$ cat config.mk
export PLATFORM = sky130hd
export DESIGN_NAME = instr_fetch_unit_flat
export DESIGN_NICKNAME = d
export VERILOG_FILES = /design/src/rtl/instr_fetch_unit_pkg.sv /design/src/rtl/instr_fetch_unit_if.sv /design/src/rtl/instr_fetch_unit_fetch_timer.sv /design/src/rtl/instr_fetch_unit.sv /design/src/flat_wrapper.sv
export SDC_FILE = /design/constraint.sdc
export NUM_CORES = 1
export LEC_CHECK = 0
export CORE_MARGIN = 2
export CORE_UTILIZATION = 44
export CTS_BUF_LIST = sky130_fd_sc_hd__clkbuf_16
export CTS_CLUSTER_DIAMETER = 100
export DETAILED_ROUTE_END_ITERATION = 10
export PLACE_DENSITY_LB_ADDON = 0.05
export REMOVE_ABC_BUFFERS = 1
export SLEW_MARGIN = 20
export SYNTH_ARGS = -nofsm -noshare
export SYNTH_HDL_FRONTEND = slang
export SYNTH_SLANG_ARGS = --single-unit
export TNS_END_PERCENT = 5
$ cat constraint.sdc
create_clock -name clk -period 3.89 [get_ports clk]
set_clock_uncertainty 0.05 [all_clocks]
set_input_delay 1.167 -clock clk [delete_from_list [all_inputs] [get_ports clk]]
set_output_delay 1.167 -clock clk [all_outputs]
set_load 0.1 [all_outputs]
$ cat src/rtl/instr_fetch_unit_pkg.sv
// Shared fetch-stage types and default widths, common to PC, fetch and decode.
// Pure declarations: no logic, no latency, no flow control.
package instr_fetch_unit_pkg;

    localparam int DEF_ADDR_W  = 24;
    localparam int DEF_DATA_W  = 24;
    localparam int DEF_TIMEOUT = 16;

    typedef enum logic [1:0] {
        IDLE  = 2'd0,
        WAIT  = 2'd1,
        HOLD  = 2'd2,
        FLUSH = 2'd3
    } fetch_state_t;

endpackage

$ cat src/rtl/instr_fetch_unit_if.sv
// Fetch-unit signal bundle: PC side, instruction-memory req/ack side and decode side.
// master = fetch unit, slave = its environment (PC, memory, decode).
interface instr_fetch_unit_if
    import instr_fetch_unit_pkg::*;
#(
    parameter int ADDR_W = DEF_ADDR_W,
    parameter int DATA_W = DEF_DATA_W
);
    logic [ADDR_W-1:0] pc_addr;
    logic              fetch_en;
    logic              stall;
    logic              flush;
    logic              pc_inc;
    logic [ADDR_W-1:0] mem_addr;
    logic              mem_req;
    logic [DATA_W-1:0] mem_rdata;
    logic              mem_ack;
    logic [DATA_W-1:0] ir_out;
    logic              ir_valid;
    logic              ir_ready;
    logic              fetch_err;
    logic              busy;

    modport master (
        input  pc_addr, fetch_en, stall, flush, mem_rdata, mem_ack, ir_ready,
        output pc_inc, mem_addr, mem_req, ir_out, ir_valid, fetch_err, busy
    );

    modport slave (
        output pc_addr, fetch_en, stall, flush, mem_rdata, mem_ack, ir_ready,
        input  pc_inc, mem_addr, mem_req, ir_out, ir_valid, fetch_err, busy
    );

endinterface

$ cat src/rtl/instr_fetch_unit_fetch_timer.sv
// Outstanding-request watchdog: counts enabled cycles from a clear, flags TIMEOUT-1.
// Expired is combinational from the count; the count holds once expired.
module fetch_timer
    import instr_fetch_unit_pkg::*;
#(
    parameter int TIMEOUT = DEF_TIMEOUT
) (
    input  logic clk,
    input  logic reset,
    input  logic clr,
    input  logic en,
    output logic expired
);
    localparam int CW = $clog2(TIMEOUT);

    logic [CW-1:0] cnt_q, cnt_d;

    assign expired = (cnt_q == CW'(TIMEOUT - 1));

    always_comb begin
        cnt_d = cnt_q;
        if (clr) begin
            cnt_d = '0;
        end else if (en && !expired) begin
            cnt_d = cnt_q + CW'(1);
        end
    end

    always_ff @(posedge clk or posedge reset) begin
        if (reset) begin
            cnt_q <= '0;
        end else begin
            cnt_q <= cnt_d;
        end
    end

endmodule

$ cat src/rtl/instr_fetch_unit.sv
// Fetches the word at the PC over req/ack into an instruction register; pulses pc_inc per fetch.
// Launch one cycle after IDLE qualifies; ir held until decode takes it (ir_ready & !stall) or flush.
module instr_fetch_unit
    import instr_fetch_unit_pkg::*;
#(
    parameter int ADDR_W  = DEF_ADDR_W,
    parameter int DATA_W  = DEF_DATA_W,
    parameter int TIMEOUT = DEF_TIMEOUT
) (
    input  logic               clk,
    input  logic               reset,
    instr_fetch_unit_if.master bus
);
    fetch_state_t      state_q, state_d;
    logic [ADDR_W-1:0] mem_addr_q, mem_addr_d;
    logic              mem_req_q, mem_req_d;
    logic              pc_inc_q, pc_inc_d;
    logic [DATA_W-1:0] ir_q, ir_d;
    logic              ir_valid_q, ir_valid_d;
    logic              fetch_err_q, fetch_err_d;

    logic tmr_active;
    logic tmr_expired;

    // The timer runs only while a request is outstanding and is zero on every launch.
    assign tmr_active = (state_q == WAIT) || (state_q == FLUSH);

    fetch_timer #(
        .TIMEOUT (TIMEOUT)
    ) u_timer (
        .clk     (clk),
        .reset   (reset),
        .clr     (!tmr_active),
        .en      (tmr_active),
        .expired (tmr_expired)
    );

    always_comb begin
        state_d     = state_q;
        mem_addr_d  = mem_addr_q;
        mem_req_d   = mem_req_q;
        pc_inc_d    = 1'b0;
        ir_d        = ir_q;
        ir_valid_d  = ir_valid_q;
        fetch_err_d = fetch_err_q;

        case (state_q)
            IDLE: begin
                if (bus.fetch_en && !bus.stall && !bus.flush) begin
                    mem_addr_d = bus.pc_addr;
                    mem_req_d  = 1'b1;
                    state_d    = WAIT;
                end
            end
            WAIT: begin
                // A response in the expiry cycle still counts as a completed fetch.
                if (bus.mem_ack) begin
                    mem_req_d = 1'b0;
                    if (!bus.flush) begin
                        ir_d       = bus.mem_rdata;
                        ir_valid_d = 1'b1;
                        pc_inc_d   = 1'b1;
                        state_d    = HOLD;
                    end else begin
                        state_d = IDLE;
                    end
                end else if (tmr_expired) begin
                    mem_req_d   = 1'b0;
                    fetch_err_d = 1'b1;
                    state_d     = IDLE;
                end else if (bus.flush) begin
                    state_d = FLUSH;
                end
            end
            HOLD: begin
                if (bus.flush || (bus.ir_ready && !bus.stall)) begin
                    ir_valid_d = 1'b0;
                    state_d    = IDLE;
                end
            end
            FLUSH: begin
                if (bus.mem_ack) begin
                    mem_req_d = 1'b0;
                    state_d   = IDLE;
                end else if (tmr_expired) begin
                    mem_req_d   = 1'b0;
                    fetch_err_d = 1'b1;
                    state_d     = IDLE;
                end
            end
            default: begin
                state_d = IDLE;
            end
        endcase
    end

    always_ff @(posedge clk or posedge reset) begin
        if (reset) begin
            state_q     <= IDLE;
            mem_addr_q  <= '0;
            mem_req_q   <= 1'b0;
            pc_inc_q    <= 1'b0;
            ir_q        <= '0;
            ir_valid_q  <= 1'b0;
            fetch_err_q <= 1'b0;
        end else begin
            state_q     <= state_d;
            mem_addr_q  <= mem_addr_d;
            mem_req_q   <= mem_req_d;
            pc_inc_q    <= pc_inc_d;
            ir_q        <= ir_d;
            ir_valid_q  <= ir_valid_d;
            fetch_err_q <= fetch_err_d;
        end
    end

    assign bus.mem_addr  = mem_addr_q;
    assign bus.mem_req   = mem_req_q;
    assign bus.pc_inc    = pc_inc_q;
    assign bus.ir_out    = ir_q;
    assign bus.ir_valid  = ir_valid_q;
    assign bus.fetch_err = fetch_err_q;
    assign bus.busy      = (state_q != IDLE);

endmodule

$ cat src/flat_wrapper.sv
// flat-port wrapper written by rule: the top's interface ports become plain ports
module instr_fetch_unit_flat import instr_fetch_unit_pkg::*;
#(
    parameter int ADDR_W  = DEF_ADDR_W,
    parameter int DATA_W  = DEF_DATA_W,
    parameter int TIMEOUT = DEF_TIMEOUT
)
  (clk, reset, bus_pc_addr, bus_fetch_en, bus_stall, bus_flush, bus_mem_rdata, bus_mem_ack, bus_ir_ready, bus_pc_inc, bus_mem_addr, bus_mem_req, bus_ir_out, bus_ir_valid, bus_fetch_err, bus_busy);
  instr_fetch_unit_if #(.ADDR_W(ADDR_W), .DATA_W(DATA_W)) bus_i ();
  input  logic clk;
  input  logic reset;
  input wire logic [$bits(bus_i.pc_addr)-1:0] bus_pc_addr;
  input wire logic [$bits(bus_i.fetch_en)-1:0] bus_fetch_en;
  input wire logic [$bits(bus_i.stall)-1:0] bus_stall;
  input wire logic [$bits(bus_i.flush)-1:0] bus_flush;
  input wire logic [$bits(bus_i.mem_rdata)-1:0] bus_mem_rdata;
  input wire logic [$bits(bus_i.mem_ack)-1:0] bus_mem_ack;
  input wire logic [$bits(bus_i.ir_ready)-1:0] bus_ir_ready;
  output wire logic [$bits(bus_i.pc_inc)-1:0] bus_pc_inc;
  output wire logic [$bits(bus_i.mem_addr)-1:0] bus_mem_addr;
  output wire logic [$bits(bus_i.mem_req)-1:0] bus_mem_req;
  output wire logic [$bits(bus_i.ir_out)-1:0] bus_ir_out;
  output wire logic [$bits(bus_i.ir_valid)-1:0] bus_ir_valid;
  output wire logic [$bits(bus_i.fetch_err)-1:0] bus_fetch_err;
  output wire logic [$bits(bus_i.busy)-1:0] bus_busy;
  assign bus_i.pc_addr = bus_pc_addr;
  assign bus_i.fetch_en = bus_fetch_en;
  assign bus_i.stall = bus_stall;
  assign bus_i.flush = bus_flush;
  assign bus_i.mem_rdata = bus_mem_rdata;
  assign bus_i.mem_ack = bus_mem_ack;
  assign bus_i.ir_ready = bus_ir_ready;
  assign bus_pc_inc = bus_i.pc_inc;
  assign bus_mem_addr = bus_i.mem_addr;
  assign bus_mem_req = bus_i.mem_req;
  assign bus_ir_out = bus_i.ir_out;
  assign bus_ir_valid = bus_i.ir_valid;
  assign bus_fetch_err = bus_i.fetch_err;
  assign bus_busy = bus_i.busy;
  instr_fetch_unit #(.ADDR_W(ADDR_W), .DATA_W(DATA_W), .TIMEOUT(TIMEOUT)) u_core (.clk(clk), .reset(reset), .bus(bus_i));
endmodule
* After elaboration in Yosys (flattened, before gate mapping) *
Index checks and enable logic that the tools add are counted.
Widths: inputs -> output; s select.

word-level totals
  word-level logic and storage cells = 65
  memory bits (read-only) = 0
  input port bits = 55
  bits in latches = 0
  output and inout bits = 53
  RAM bits = 0
  register bits = 58
  memories kept = 0

operators by class
  add/subtract/negate cells = 1
  shift-type cells = 0
  divide/modulo/power cells = 0
  reductions and logical operators = 20
  mux-type cells = 22
  bitwise logic cells = 2
  magnitude comparators = 0
  multiply operators = 0
  equal/unequal tests = 12

operators with widths
  kind                 count
  $mux 2               8
  $mux 1               9
  $reduce_and 3->1     3
  $mux 4               2
  $pmux 2 s4           1
  $reduce_and 4->1     2
  $ne 2x1->1 const B   3
  $reduce_bool 2->1    3
  $add 4x1->4 const B  1
  $eq 2x2->1 const B   2
  $eq 4x4->1 const B   1
  $logic_and 1x1->1    4
  $ne 2x2->1 const B   2
  $ne 4x4->1 const B   1
  $pmux 1 s2           2
  $logic_not 1->1      3
  $ne 3x1->1 const B   1
  $ne 3x3->1 const B   1
  $eq 2x1->1 const B   1
  $logic_not 2->1      1
  $logic_or 1x1->1     2
  $not 1->1            2
  $reduce_and 2->1     1
  $reduce_or 2->1      1

* Depth between registers and ports, before layout *
Gate-level depths: netlist of run 1.

  word-level depth = 5
  gate-level depth with buffers = 5
  depth with buffers taken out = 4

* By module *
From an unflattened synthesis of run 1, not the netlist that was laid out.

unflattened totals
  cell total of the unflattened synthesis = 151
  area, all modules = 2414.8 µm²

modules (own cells, without submodules)
  module            instances  cells each  sequential area each (µm²)  area an instance (µm²)
  instr_fetch_unit  1          130         1351.3                      2182.1
  fetch_timer       1          21          100.1                       232.7

* Least setup slack after synthesis of run 1 *
No wires, ideal clock.

  path kind = reg2out
  start = register u_core.state_q[0]
  end = output port bus_busy
  path slack = 1.482 ns
  arrival time = 1.191 ns
  data required time = 2.673 ns
  buffers on the path = 0
  stages on the path, launching flop included = 3
  cells stage by stage = dfrtp_1 inv_1 nand2_1

on the way
  word-level cells in the longest chain between the ends = 1

ends and longest elaborated chain
  item                      RTL line                 source
  start: declaration        instr_fetch_unit.sv:14   fetch_state_t state_q, state_d;
  start signal: assignment  instr_fetch_unit.sv:107  state_q <= state_d;
  $reduce_bool 2->1         instr_fetch_unit.sv:123  assign bus.busy = (state_q != IDLE);
  end: declaration          flat_wrapper.sv:25       output wire logic [$bits(bus_i.busy)-1:0] bus_busy;

Every way passes these cells.

* Worst setup path after layout of run 1 *
  start = register u_core.ir_q[21] (netlist: u_core.bus.ir_out[21])
  end = output port bus_ir_out[21]

RTL lines
  item                      RTL line                 source
  start: declaration        instr_fetch_unit.sv:18   logic [DATA_W-1:0] ir_q, ir_d;
  start signal: assignment  instr_fetch_unit.sv:111  ir_q <= ir_d;
  end: declaration          flat_wrapper.sv:22       output wire logic [$bits(bus_i.ir_out)-1:0] bus_ir_out;

No word-level cell between the ends.

==> flow_summary.json, run 1 <==
{
  "outcome": "finished, final reports clean",
  "wl_per_cell_um": 14.9,
  "synth_compound_area_share_pct": 3.27,
  "synth_top_area_share_pct": 62.1,
  "worst-path-max-fanout": 2,
  "hold_viol_final": 0,
  "yosys-mux-area-fraction_pct": 26.5,
  "synth_top_family_by_area": "multiplexers",
  "synth_fa_ha_area_share_pct": 0.536,
  "cap_violations": 0,
  "synth_warnings": 0,
  "slew_headroom_pct": 34.6,
  "arrival_ns": 1.80,
  "synth.avg_cell_area_um2": 16.1,
  "grt_antenna_before_repair": 0,
  "cts_resized": 0,
  "yosysSeqAreaShare_pct": 62.1,
  "crit_cells": 1,
  "cts.clk_slew.worst_paths_ns": 0.05,
  "setup_viol": 0,
  "fp.dieH_um": 76.9,
  "max_stage_delay_ns": 1.14,
  "finalCritPeriodShare_pct": 77.6,
  "overflow": 0,
  "rsz0062_at_grt": "false",
  "route.detailed.drc": 0,
  "numCtsBuffers": 9,
  "ant_nets": 0,
  "hold_depth": 2,
  "final_max_slew_viol_count": 0,
  "crit_path_end_kind": "primary output",
  "hold_path_class": "flop to flop",
  "netlist_area_um2": 2340,
  "grt_pass1_vias": 1642,
  "start_util_pct": 45.7,
  "synth_xor_area_share_pct": 0.375,
  "synth_top_area_cell": "dfrtp_1",
  "grt_first_pass_wirelength_um": 8320,
  "max_freq_mhz": 331,
  "clock_sinks": 58,
  "num_antenna_cells": 0,
  "yosys.area_share.simple_pct": 3.00,
  "area_delta_synth_final_pct": 54.3,
  "coreArea_um2": 5110,
  "worstPathRequired_ns": 2.67,
  "cp_slowest_cell": "clkdlybuf4s50_1",
  "crit_family": "buffers and inverters",
  "max-clock-path-buffers": 2,
  "gp_congestion": 0.770,
  "fin_nets": 317,
  "cts_root_buf": "clkbuf_16",
  "ys_top_cells_by_area": "dfrtp_1 62%, mux2_2 14%, mux2_4 12%",
  "synth_seq_cells": 58,
  "io_buffers": 107,
  "drive_gt1_share_pct": 42.6,
  "crit_chain": "clkdlybuf4s50_1",
  "critPathLaunchType": "flop",
  "cts_setup_buffers": 0,
  "insertion_delay_ns": 0.31,
  "drt_first_pass_iters": 4,
  "ios": 108,
  "num_rows": 26,
  "htree_levels": 3,
  "drtIter0Drc": 81,
  "setup_tns_ns": 0,
  "synth.distinct_cells": 26,
  "grt_use_total_pct": 18.0,
  "die_x_um": 76.9,
  "r2r_cells": 4,
  "tightest_slew_ns": 0.978,
  "avgViaCountPerCell": 4.68,
  "netlist_instances": 145,
  "wl_um": 5000,
  "crit_buf_inv": 1,
  "die_area_um2": 5910,
  "criticalPathCategory": "flop to primary output",
  "grt_start_max_net_pins": 36,
  "ctsHoldBuffers": 0,
  "final.min_clock_period_ns": 3.02,
  "tritoncts": "yes",
  "dpl.hpwl_um": 3570,
  "fin_util_pct": 70.6,
  "vias": 1567
}
cell usage after synthesis, drive strengths merged:
cell type and instances:
a211oi 1, a21o 1, a22oi 2, a31oi 2
and3 2, buf 6, dfrtp 58, ha 1
inv 5, mux2 48, mux2i 1, nand2 1
nand2b 2, nand3 2, nor2 5, nor2b 1
nor3 1, o21ai 2, o22ai 1, o31ai 1
o32a 1, xnor2 1
placed cells by master (no fill, tap or decap), types with 2 or more instances in the layout:
cell,count
a22oi_1,2
a31oi_1,2
and3_2,2
buf_4,51
clkbuf_16,9
clkdlybuf4s50_1,60
clkinv_1,3
dfrtp_1,58
inv_1,5
mux2_2,30
mux2_4,18
nand2b_1,2
nand3_1,2
nor2_1,5
o21ai_0,2
sequential cells by signal, indices dropped and copies added, names as in the netlist:
register	count
u_core.bus.fetch_err	1
u_core.bus.ir_out	24
u_core.bus.ir_valid	1
u_core.bus.mem_addr	24
u_core.bus.mem_req	1
u_core.bus.pc_inc	1
u_core.state_q	2
u_core.u_timer.cnt_q	4
worst min-delay path: cells and delay by family (launching register included):
family | cells | cell delay (ns)
AO/OA/AOI/OAI | 1 | 0.05
buffers and inverters | 1 | 0.04
flip-flops | 1 | 0.34
final timing paths:
path	from	end	slack, ns
max	u_core.bus.ir_out[21]	bus_ir_out[21]	0.87
min	u_core.bus.fetch_err	u_core.bus.fetch_err	0.42
max reg2reg	u_core.state_q[0]	u_core.bus.mem_addr[15]	2.13
min reg2reg	u_core.bus.fetch_err	u_core.bus.fetch_err	0.42
max in group asynchronous	reset	u_core.bus.ir_out[21]	1.89
min in group asynchronous	reset	u_core.bus.ir_out[17]	1.25
cells by family after synthesis:
group | Yosys count
multiplexers | 49
XOR/XNOR | 1
adder cells (fa/ha/maj) | 1
AND/OR/NAND/NOR | 14
buffers and inverters | 11
AO/OA/AOI/OAI | 11
flip-flops | 58
metal layers:
layer | part of all wire, % | vias up | GRT usage (%) | wire [um]
met5 | 0 | - | 0 | 0
met2 | 48 | 67 | 26.7 | 2390
li1 | - | 748 | - | -
met3 | 8.0 | 5 | 6.71 | 400
met1 | 43 | 747 | 23.9 | 2170
met4 | 0.80 | 0 | 7.64 | 40
metrics by stage:
stage               setup slack, ns  std cells  area (um^2)  hold slack (ns)
floorplan                      1.08        139         2260            0.444
global placement              0.919        320         3330            0.399
detailed placement            0.884        320         3330            0.415
CTS                           0.854        335         3600            0.426
global route                  0.824        335         3600            0.460
finish                        0.872        335         3600            0.416
cell type report:
type	count	area [um^2]
clock buffer	9	225
clock inverter	6	50.0
fill	369	1500
inverter	5	18.8
multi-input combinational	76	787
sequential	58	1450
tap	70	87.6
timing repair buffer	111	983
Power of run 1 is left out: the tool's default activity adds up to more than one toggle a clock period on the data nets, which glitch-free logic cannot reach.
==> run 2, diff against run 1 <==
--- a/config.mk
+++ b/config.mk
@@ -6,7 +6,7 @@
 export NUM_CORES = 1
 export LEC_CHECK = 0
 export CORE_MARGIN = 2
-export CORE_UTILIZATION = 44
+export CORE_UTILIZATION = 41
 export CTS_BUF_LIST = sky130_fd_sc_hd__clkbuf_16
 export CTS_CLUSTER_DIAMETER = 100
 export DETAILED_ROUTE_END_ITERATION = 10
==> constraint.sdc (replaced) <==
create_clock -name clk -period 3 [get_ports clk]
set_clock_uncertainty 0.05 [all_clocks]
set_input_delay 0.9 -clock clk [delete_from_list [all_inputs] [get_ports clk]]
set_output_delay 0.9 -clock clk [all_outputs]
set_load 0.1 [all_outputs]
==> flow_summary.json, run 2 (same netlist as run 1, synthesis figures left out) <==
{
  "r2r-start": "u_core.state_q[1]",
  "fin_nets": 316,
  "outcome": "finished, final reports clean",
  "r2r_cells": 4,
  "max-clock-path-buffers": 2,
  "grt_antenna_before_repair": 0,
  "wl_um": 4710,
  "criticalPathCategory": "flop to primary output",
  "setup_viol": 0,
  "drive_gt1_share_pct": 44.7,
  "critPathLaunchType": "flop",
  "die_area_um2": 6320,
  "drt_first_pass_iters": 4,
  "arrival_ns": 1.33,
  "hold_path_class": "flop to flop",
  "ios": 108,
  "r2r_end": "u_core.bus.ir_out[7]",
  "max_freq_mhz": 438,
  "hp-start": "u_core.bus.fetch_err",
  "final.min_clock_period_ns": 2.28,
  "r2r_setup_slack_ns": 1.43,
  "cts_resized": 0,
  "avgViaCountPerCell": 4.63,
  "die_x_um": 79.5,
  "grt_first_pass_wirelength_um": 7580,
  "htree_levels": 3,
  "tightest_slew_ns": 0.350,
  "overflow": 0,
  "num_antenna_cells": 0,
  "cts_setup_buffers": 0,
  "grt_start_max_net_pins": 59,
  "rsz0062_at_grt": "false",
  "crit_path_end_kind": "primary output",
  "multiInputGateArea_um2": 786,
  "num_rows": 27,
  "insertion_delay_ns": 0.31,
  "gp_congestion": 0.843,
  "cap_violations": 0,
  "route.detailed.drc": 0,
  "worst-path-max-fanout": 8,
  "seq_area_um2": 1450,
  "start_util_pct": 42.4,
  "final_max_slew_viol_count": 0,
  "numCtsBuffers": 9,
  "final_common_cell": "dfrtp_1",
  "worstPathRequired_ns": 2.05,
  "fillers": 439,
  "grt_use_total_pct": 16.0,
  "cts_root_buf": "clkbuf_16",
  "io_buffers": 107,
  "final_cell_mix": "58 x dfrtp_1, 54 x clkdlybuf4s50_1, 54 x buf_4",
  "drtIter0Drc": 50,
  "clock_sinks": 58,
  "hold_viol_final": 0,
  "min_to": "u_core.bus.fetch_err",
  "dpl.hpwl_um": 3350,
  "hold_depth": 2,
  "grt_pass1_vias": 1628,
  "ctsHoldBuffers": 0,
  "ant_nets": 0,
  "slew_headroom_pct": 76.6,
  "area_delta_synth_final_pct": 53.4,
  "coreArea_um2": 5510,
  "tritoncts": "yes",
  "fp.dieH_um": 79.5,
  "setup_tns_ns": 0,
  "vias": 1556,
  "wl_per_cell_um": 14.0,
  "cts.clk_slew.worst_paths_ns": 0.05,
  "finalCritPeriodShare_pct": 76.2
}
run 2: critical path, stage by stage (launching register included):
cell and delay, ns:
dfrtp_1 0.46, inv_1 0.17, nand2_1 0.10, buf_4 0.29
run 2: worst max-delay path by stage:
stage / startpoint / to / slack, ns / cells after the start
floorplan: bus_flush / u_core.bus.mem_addr[11] / 0.46 / 3
global placement: bus_flush / u_core.bus.ir_out[6] / 0.45 / 5
detailed placement: bus_flush / u_core.bus.ir_out[7] / 0.42 / 5
CTS: u_core.state_q[0] / bus_busy / 0.70 / 3
global route: u_core.state_q[0] / bus_busy / 0.62 / 3
finish: u_core.state_q[0] / bus_busy / 0.72 / 3
run 2: cell type report:
cell class	count	area share (%)
clock inverters	6	0.733
well taps	72	2.51
flip-flops and latches	58	40.5
multi-input cells	76	21.9
repair buffers	110	27.5
inverters	5	0.524
clock buffers	9	6.28
run 2: layer usage:
| metal | vias up | global-route usage, % | wire [um] | share of wire, % |
|---|---|---|---|---|
| met2 | 68 | 25.4 | 2210 | 47 |
| met4 | 0 | 8.79 | 60 | 1.3 |
| met1 | 736 | 19.2 | 1990 | 42 |
| met3 | 6 | 5.32 | 450 | 9.6 |
| met5 | - | 0 | 0 | 0 |
| li1 | 746 | - | - | - |
run 2: through the flow:
step | util (%) | setup slack (ns) | hold slack (ns) | area, um^2 | instances
after detailed placement | 60.5 | 0.421 | 0.437 | 3330 | 321
final | 65.1 | 0.715 | 0.440 | 3580 | 336
after floorplan | - | 0.459 | 0.444 | 2260 | 139
after CTS | 65.1 | 0.700 | 0.449 | 3580 | 336
after global routing | 65.1 | 0.622 | 0.464 | 3580 | 336
after global placement | 60.5 | 0.451 | 0.429 | 3330 | 321
Power of run 2 is left out for the same reason.
==> run 3, diff against run 2 <==
--- a/config.mk
+++ b/config.mk
@@ -6,7 +6,7 @@
 export NUM_CORES = 1
 export LEC_CHECK = 0
 export CORE_MARGIN = 2
-export CORE_UTILIZATION = 41
+export CORE_UTILIZATION = 37
 export CTS_BUF_LIST = sky130_fd_sc_hd__clkbuf_16
 export CTS_CLUSTER_DIAMETER = 100
 export DETAILED_ROUTE_END_ITERATION = 10
==> constraint.sdc (replaced) <==
create_clock -name clk -period 2 [get_ports clk]
set_clock_uncertainty 0.05 [all_clocks]
set_input_delay 0.6 -clock clk [delete_from_list [all_inputs] [get_ports clk]]
set_output_delay 0.6 -clock clk [all_outputs]
set_load 0.1 [all_outputs]
==> flow_summary.json, run 3 (same netlist as run 1, synthesis figures left out) <==
{
  "worstPathRequired_ns": 1.35,
  "num_rows": 28,
  "wl_per_cell_um": 15.5,
  "num_antenna_cells": 0,
  "die_area_um2": 6960,
  "final_cell_mix": "58 x dfrtp_1, 57 x buf_12, 54 x clkdlybuf4s50_1",
  "insertion_delay_ns": 0.31,
  "rsz0062_at_grt": "false",
  "final_max_slew_viol_count": 0,
  "coreArea_um2": 6030,
  "slew_headroom_pct": 73.7,
  "cap_violations": 0,
  "worst-path-max-fanout": 8,
  "drtIter0Drc": 31,
  "route.detailed.drc": 0,
  "grt_pass1_vias": 1757,
  "final_common_cell": "dfrtp_1",
  "setup_viol": 0,
  "htree_levels": 3,
  "criticalPathCategory": "flop to primary output",
  "hold_viol_final": 0,
  "gp_congestion": 0.706,
  "irDropWorstVdd_v": 0.00132,
  "hold_path_class": "flop to flop",
  "drive_gt1_share_pct": 46.5,
  "tritoncts": "yes",
  "area_delta_synth_final_pct": 87.8,
  "fin_nets": 320,
  "drt_first_pass_iters": 4,
  "grt_use_total_pct": 16.1,
  "ant_nets": 0,
  "critPathLaunchType": "flop",
  "io_buffers": 107,
  "max_freq_mhz": 527,
  "clock_sinks": 58,
  "vias": 1615,
  "setup_tns_ns": 0,
  "cts.clk_slew.worst_paths_ns": 0.05,
  "crit_path_end_kind": "primary output",
  "max-clock-path-buffers": 2,
  "tightest_slew_ns": 0.394,
  "grt_start_max_net_pins": 27,
  "arrival_ns": 1.25,
  "powerDensity_nw_per_um2": 1870,
  "cts_resized": 0,
  "die_x_um": 83.5,
  "cts_setup_buffers": 0,
  "outcome": "finished, final reports clean",
  "ios": 108,
  "cts_root_buf": "clkbuf_16",
  "power_uw": 8200,
  "fp.dieH_um": 83.5,
  "start_util_pct": 38.8,
  "wl_um": 5340,
  "leakage_uw": 0.00196,
  "dpl.hpwl_um": 3920,
  "overflow": 0,
  "dp_slack_ns": -0.168,
  "grt_antenna_before_repair": 0,
  "layout_setup_ws_ns": 0.102,
  "numCtsBuffers": 9,
  "finalCritPeriodShare_pct": 94.9,
  "ctsHoldBuffers": 0,
  "avgViaCountPerCell": 4.69,
  "final.min_clock_period_ns": 1.90,
  "grt_first_pass_wirelength_um": 8710
}
## run 3: layout make-up
cell class                 instances  area, um^2
timing repair buffer             114        1700
fill                             409        1640
sequential                        58        1450
multi-input combinational         76         786
clock buffer                       9         225
clock inverter                     7         108
tap                               75        93.8
inverter                           5        18.8
## run 3: power by group
part,internal (uW),leakage (uW),switching (uW)
clock,1200,0.000164,492
sequential,1520,0.000706,376
combinational,1720,0.00109,2880
total,4450,0.00196,3750
## run 3: per-layer routing
layer / GRT usage [%] / vias to the layer above / share of wire [%]
met4: 5.72 / 0 / 0.90
li1: - / 747 / -
met5: 0 / - / 0
met1: 19.8 / 784 / 43
met2: 24.3 / 78 / 47
met3: 8.51 / 6 / 9.3
## run 3: worst paths after layout
check	start	end	slack (ns)	depth (start not counted)
max in group asynchronous	reset	u_core.bus.mem_addr[0]	0.89	3
min	u_core.bus.fetch_err	u_core.bus.fetch_err	0.49	2
min in group asynchronous	reset	u_core.bus.ir_out[16]	0.54	2
min reg2reg	u_core.bus.fetch_err	u_core.bus.fetch_err	0.49	2
max reg2reg	u_core.state_q[0]	u_core.bus.mem_addr[15]	0.43	4
max	u_core.state_q[0]	bus_busy	0.10	3
## run 3: worst max-delay path, stage by stage, from the launching register on
cell and delay [ns]:
dfrtp_1 0.48, inv_2 0.13, nand2_1 0.14, buf_12 0.18
## run 3: metrics by stage
stage	instances	hold WS, ns	util (%)	area, um^2
after global placement	328	0.462	67.3	4050
after global routing	344	0.516	72.8	4390
after detailed placement	328	0.478	67.3	4050
final	344	0.486	72.8	4390
after floorplan	139	0.444	-	2260
after CTS	344	0.485	72.8	4390
Note: power is estimated with default switching activity, not from simulation.
